[config.mk]
export PLATFORM = sky130hd
export DESIGN_NAME = block_loader
export DESIGN_NICKNAME = d
export VERILOG_FILES = /design/src/rtl/fb_pkg.sv /design/src/rtl/rd_lat_pipe.sv /design/src/rtl/block_loader.sv
export SDC_FILE = /design/constraint.sdc
export NUM_CORES = 1
export LEC_CHECK = 0
export CAP_MARGIN = 40
export CORE_MARGIN = 4
export CORE_UTILIZATION = 40
export CTS_BUF_LIST = sky130_fd_sc_hd__clkbuf_4 sky130_fd_sc_hd__clkbuf_8 sky130_fd_sc_hd__clkbuf_16
export DETAILED_ROUTE_END_ITERATION = 7
export SKIP_CTS_REPAIR_TIMING = 1
export SLEW_MARGIN = 20
export SYNTH_ARGS = -nofsm -noshare
export SYNTH_HDL_FRONTEND = slang
export SYNTH_HIERARCHICAL = 1
export SYNTH_SLANG_ARGS = --single-unit
[constraint.sdc]
create_clock -name clk -period 7.8 [get_ports clk]
set_clock_uncertainty 0.05 [all_clocks]
set_input_delay 1.17 -clock clk [delete_from_list [all_inputs] [get_ports clk]]
set_output_delay 1.17 -clock clk [all_outputs]
set_load 0.03 [all_outputs]
[src/rtl/fb_pkg.sv]
// Shared frame-buffer geometry, FSM encoding and word-address helper.
package fb_pkg;

   localparam int BLK_WIDTH = 8;
   localparam int MEM_WIDTH = BLK_WIDTH * 8;
   localparam int ADDR_W    = 21;
   localparam int GEOM_W    = 12;
   localparam int POS_W     = 11;
   localparam int OFF_W     = 2 * GEOM_W;

   typedef enum logic [1:0] {IDLE, ISSUE, DRAIN} state_t;

   // Pixel offset to memory word address; bits beyond ADDR_W are dropped.
   function automatic logic [ADDR_W-1:0] word_addr(input logic [OFF_W-1:0] pix_off);
      return ADDR_W'(pix_off >> $clog2(MEM_WIDTH / 8));
   endfunction

endpackage

[src/rtl/rd_lat_pipe.sv]
// Valid/tag shift register that follows each memory strobe through the read latency.
// Latency DEPTH cycles from in_vld to out_vld; no backpressure, clr flushes every stage.
module rd_lat_pipe #(
   parameter int DEPTH = 2,
   parameter int TAG_W = 3
) (
   input  logic             clk,
   input  logic             clr,
   input  logic             in_vld,
   input  logic [TAG_W-1:0] in_tag,
   output logic             out_vld,
   output logic [TAG_W-1:0] out_tag,
   output logic             any_vld
);

   logic [DEPTH-1:0] vld;
   logic [TAG_W-1:0] tag [DEPTH];

   always_ff @(posedge clk) begin
      if (clr) begin
         vld <= '0;
      end else begin
         vld[0] <= in_vld;
         for (int i = 1; i < DEPTH; i++) vld[i] <= vld[i-1];
      end
   end

   // Tags are only meaningful alongside a set valid bit, so they need no clear.
   always_ff @(posedge clk) begin
      tag[0] <= in_tag;
      for (int i = 1; i < DEPTH; i++) tag[i] <= tag[i-1];
   end

   assign out_vld = vld[DEPTH-1];
   assign out_tag = tag[DEPTH-1];
   assign any_vld = |vld;

endmodule

[src/rtl/block_loader.sv]
// Fetches a BLK_WIDTH x BLK_WIDTH pixel block line by line, clamping rows below the frame.
// First line MEM_LAT+1 cycles after the first mem_read; no backpressure, consumer takes every line.
module block_loader
   import fb_pkg::*;
#(
   parameter int MEM_WIDTH = fb_pkg::MEM_WIDTH,
   parameter int BLK_WIDTH = fb_pkg::BLK_WIDTH,
   parameter int MEM_LAT   = 2
) (
   input  logic                         clk,
   input  logic                         reset,
   input  logic [11:0]                  stride_in,
   input  logic [11:0]                  height_in,
   input  logic                         setup_frame,
   input  logic [10:0]                  x,
   input  logic [10:0]                  y,
   input  logic                         read_block,
   output logic                         busy,
   output logic [20:0]                  mem_addr,
   output logic                         mem_read,
   input  logic [MEM_WIDTH-1:0]         mem_data,
   output logic [BLK_WIDTH*8-1:0]       blk_line,
   output logic                         blk_line_rdy,
   output logic [$clog2(BLK_WIDTH)-1:0] blk_row,
   output logic                         blk_done
);

   localparam int ROW_W = $clog2(BLK_WIDTH);
   localparam logic [ROW_W-1:0] LAST_ROW = ROW_W'(BLK_WIDTH - 1);

   state_t            state;
   logic [GEOM_W-1:0] stride;
   logic [GEOM_W-1:0] height;
   logic [POS_W-1:0]  x_q;
   logic [POS_W-1:0]  y_q;
   logic [ROW_W-1:0]  r;
   logic [ROW_W-1:0]  mem_row;

   logic [GEOM_W-1:0] y_r;
   logic [GEOM_W-1:0] ry;
   logic [OFF_W-1:0]  pix_off;
   logic              pipe_vld;
   logic              pipe_any;
   logic [ROW_W-1:0]  pipe_row;

   // Rows past the frame bottom re-read the last valid row.
   always_comb begin
      y_r     = GEOM_W'(y_q) + GEOM_W'(r);
      ry      = (y_r < height) ? y_r : height - GEOM_W'(1);
      pix_off = OFF_W'(ry) * OFF_W'(stride) + OFF_W'(x_q);
   end

   rd_lat_pipe #(
      .DEPTH (MEM_LAT),
      .TAG_W (ROW_W)
   ) u_rd_lat_pipe (
      .clk     (clk),
      .clr     (reset),
      .in_vld  (mem_read),
      .in_tag  (mem_row),
      .out_vld (pipe_vld),
      .out_tag (pipe_row),
      .any_vld (pipe_any)
   );

   always_ff @(posedge clk) begin
      if (reset) begin
         state        <= IDLE;
         stride       <= '0;
         height       <= '0;
         x_q          <= '0;
         y_q          <= '0;
         r            <= '0;
         mem_row      <= '0;
         busy         <= 1'b0;
         mem_read     <= 1'b0;
         mem_addr     <= '0;
         blk_line     <= '0;
         blk_line_rdy <= 1'b0;
         blk_row      <= '0;
         blk_done     <= 1'b0;
      end else begin
         mem_read     <= 1'b0;
         blk_line_rdy <= pipe_vld;
         blk_done     <= pipe_vld && (pipe_row == LAST_ROW);
         if (pipe_vld) begin
            blk_line <= mem_data;
            blk_row  <= pipe_row;
         end

         case (state)
            IDLE: begin
               if (setup_frame) begin
                  stride <= stride_in;
                  height <= height_in;
               end else if (read_block) begin
                  x_q   <= x;
                  y_q   <= y;
                  r     <= '0;
                  busy  <= 1'b1;
                  state <= ISSUE;
               end
            end
            ISSUE: begin
               mem_read <= 1'b1;
               mem_addr <= word_addr(pix_off);
               mem_row  <= r;
               r        <= r + ROW_W'(1);
               if (r == LAST_ROW) state <= DRAIN;
            end
            DRAIN: begin
               // The last strobe is still in mem_read on the first DRAIN cycle.
               if (!mem_read && !pipe_any) begin
                  busy  <= 1'b0;
                  state <= IDLE;
               end
            end
            default: state <= IDLE;
         endcase
      end
   end

endmodule

==> out/qor.txt <==
Via density: 5.087
area growth from synthesis to layout: 31.04%
Ys Warns: 6
CP max FO: 7
post-synthesis cell type with the largest combined area: dfxtp_1
Setup TNS: 0 ps
Routability Congestion: 0.8982
distinct cell type count of the synthesized netlist: 68
Mapped Avg Cell Area: 8.449 sq um
status: completed
Core Util, Final: 0.5339
top-area cell type share of the netlist area: 0.2314
reg2reg path depth: 29
synth top area cells: dfxtp_1, fa_1, mux2i_1
critical path launch point type: flop
worst path buffer plus inverter count: 6
Die H: 190.5 um
Max Slew Vio Count: 0
post-route ant nets: 0
Die Wd: 190.5 um
initial core utilization: 0.4074
Residual DRC: 0
Reg2Reg Capture Point: mem_addr[13]
I/O pin count: 206
crit path DAT: 7920 ps
crit path capture type: flop
Top FF cell, synth: dfxtp_1
Seq/Total Area, Yosys: 0.2314
critical path class: flop to flop
Crit path largest cell delay: 540 ps
Tcrit/Tclk final: 0.9806
area of the core: 0.03270 sq mm
max-cap viol count: 0
HPWL after DPL: 29.37 mm
Clock Sinks: 154
clk_lat worst skew: 440 ps
share of layout cells above drive strength 1: 0.1498
initial antenna violation count: 1
Critical Path Most Common Cell: fa_1
#FFs+latches synth: 154
reg2reg setup slack: 150 ps
pin count of the biggest net entering global routing: 83
Hold Fails Final Rpt: 0
final number of setup-violating endpoints: 0
max_slew headroom: 0.4231
Filler cells: 3115
Synth Cell Area: 0.01332 sq mm
EDFF count, synth: 0
Root Buffer Master: clkbuf_16
Worst Hold Endpoint: u_rd_lat_pipe/tag[0][3]
worst hold path stage count: 0
clock-pin slew on the worst setup and hold paths: 70 ps
commonest non-fill, non-tap cell in the layout: nand2_1
die area: 0.03629 sq mm
Longest Clk Path Bufs: 2
crit path max-delay cell type: fa_1
most frequent cells in the layout: nand2_1, clkdlybuf4s50_1, inv_1, dfxtp_1, mux2i_1
Std-Cell Rows: 66
vias post-DR: 11.55k
placed cell count: 2207
Static Leak: 7.542 nW
initial DRC count: 545
final setup margin: 151.6 ps
Synth Instances: 1577
RSZ-0062 raised after global routing: true
fmax: 130.7 MHz
Port Buffers: 205
Slew @ Worst Pin: 864.2 ps
CTS tree: built
final WL: 38.04 mm
Largest delay share family, worst path: adder cells
Pre-Repair DR Iteration Count: 5
Worst Path Required: 8080 ps
dpl ws: -117.9 ps
WP depth: 29
number of nets in the layout: 2125
HP Start: u_rd_lat_pipe/tag[0][0]
P per Cell Area: 163.6 mW/mm^2
first-pass GRT wire length: 59.88 mm
r2r startpoint: y_q[0]
Post-synth ARST share: 0
final worst path period need: 7648 ps
Remaining Overflow, GRT: 0
Num CTS Buffers: 17
vias in the first global route: 11.37k
wire per inst: 16.75 um
syn nets: 1886
VDD IR-drop max: 0.1461 mV
All-Layer GR Usage: 0.2049
Antenna diodes: 0
post-route insts no fill: 2271
min-delay worst type: flop to flop
H-tree levels: 4
-- worst max path at each step --
stage	from	to
floorplan	r[1]	mem_addr[19]
global placement	y_q[0]	mem_addr[19]
detailed placement	y_q[0]	mem_addr[19]
CTS	y_q[0]	mem_addr[19]
global route	y_q[1]	mem_addr[19]
finish	y_q[0]	mem_addr[13]
-- where the power goes --
| group | internal [W] | leakage, nW | switching, W | total [W] |
|---|---|---|---|---|
| clock network | 0.000432 | 0.293 | 0.000395 | 0.000827 |
| registers | 0.000813 | 1.25 | 0.0000299 | 0.000843 |
| logic | 0.000559 | 6.00 | 0.000627 | 0.00119 |
| total | 0.00180 | 7.54 | 0.00105 | 0.00286 |
-- final cells by class --
cell class              count  area, sq um  area share
clock buffers              17        425.4     0.02437
multi-input cells        1120         9218      0.5280
inverters                 189        709.4     0.04063
repair buffers            334         3294      0.1887
clock inverters            15        170.2    0.009746
flip-flops and latches    154         3089      0.1769
well taps                 442        553.0     0.03168
-- registers in the layout (all words and copies together), names as in the netlist --
signal             cells
blk_line              64
mem_addr              21
height                12
stride                12
x_q                   11
y_q                   11
u_rd_lat_pipe/tag      6
blk_row                3
mem_row                3
r                      3
state                  2
u_rd_lat_pipe/vld      2
blk_done               1
blk_line_rdy           1
busy                   1
mem_read               1
-- kinds of logic (layout without fill, tap and decap cells) --
group,count (synthesis),count (layout),share of synthesized area
xor+xnor,25,25,0.01700
simple gates,525,525,0.1690
buf+inv,303,555,0.09625
mux,177,177,0.1377
compound gates,198,198,0.1030
fa+ha+maj,195,195,0.2457
flops,154,154,0.2314
-- metrics by stage --
stage | hold WS (ps) | instance area, sq um | power [W]
floorplan | 259.6 | 13370 | 0.001559
global placement | 262.7 | 16100 | 0.001893
detailed placement | 265.0 | 16220 | 0.001911
CTS | 281.2 | 16820 | 0.002747
global route | 284.1 | 17460 | 0.003031
finish | 279.5 | 17460 | 0.002856
-- cell usage after synthesis, types with 4 or more instances --
master,n
o211a_1,18
inv_1,188
and3_1,7
nand3_1,15
clkbuf_1,68
buf_1,7
xor2_1,8
mux2i_1,127
dfxtp_1,154
ha_1,84
nor3_1,10
a211o_1,5
a22oi_1,4
nor2b_1,7
nand4_1,6
buf_6,9
nor2_1,94
a211oi_1,6
a21oi_1,76
xnor2_1,16
buf_4,13
nand2b_1,27
a21o_1,14
buf_2,12
fa_1,111
nand2_1,333
o211ai_1,29
or3_1,4
mux2_2,50
o21ai_0,15
a32o_1,4
-- per-layer routing --
layer  global-route usage  part of all wire
met1               0.2684              0.44
met2               0.3520              0.49
met3              0.03387             0.053
met4              0.05470             0.018
met5                    0                 0
-- worst register-to-register path: cells and delay by family (launching register included) --
family	cells	cell delay (ps)
XOR/XNOR	1	150
multiplexers	1	350
AO/OA/AOI/OAI	6	1320
adder cells (fa/ha/maj)	9	3730
flip-flops	1	310
AND/OR/NAND/NOR	6	980
buffers and inverters	6	660
Power figures use the tool's default switching activity.
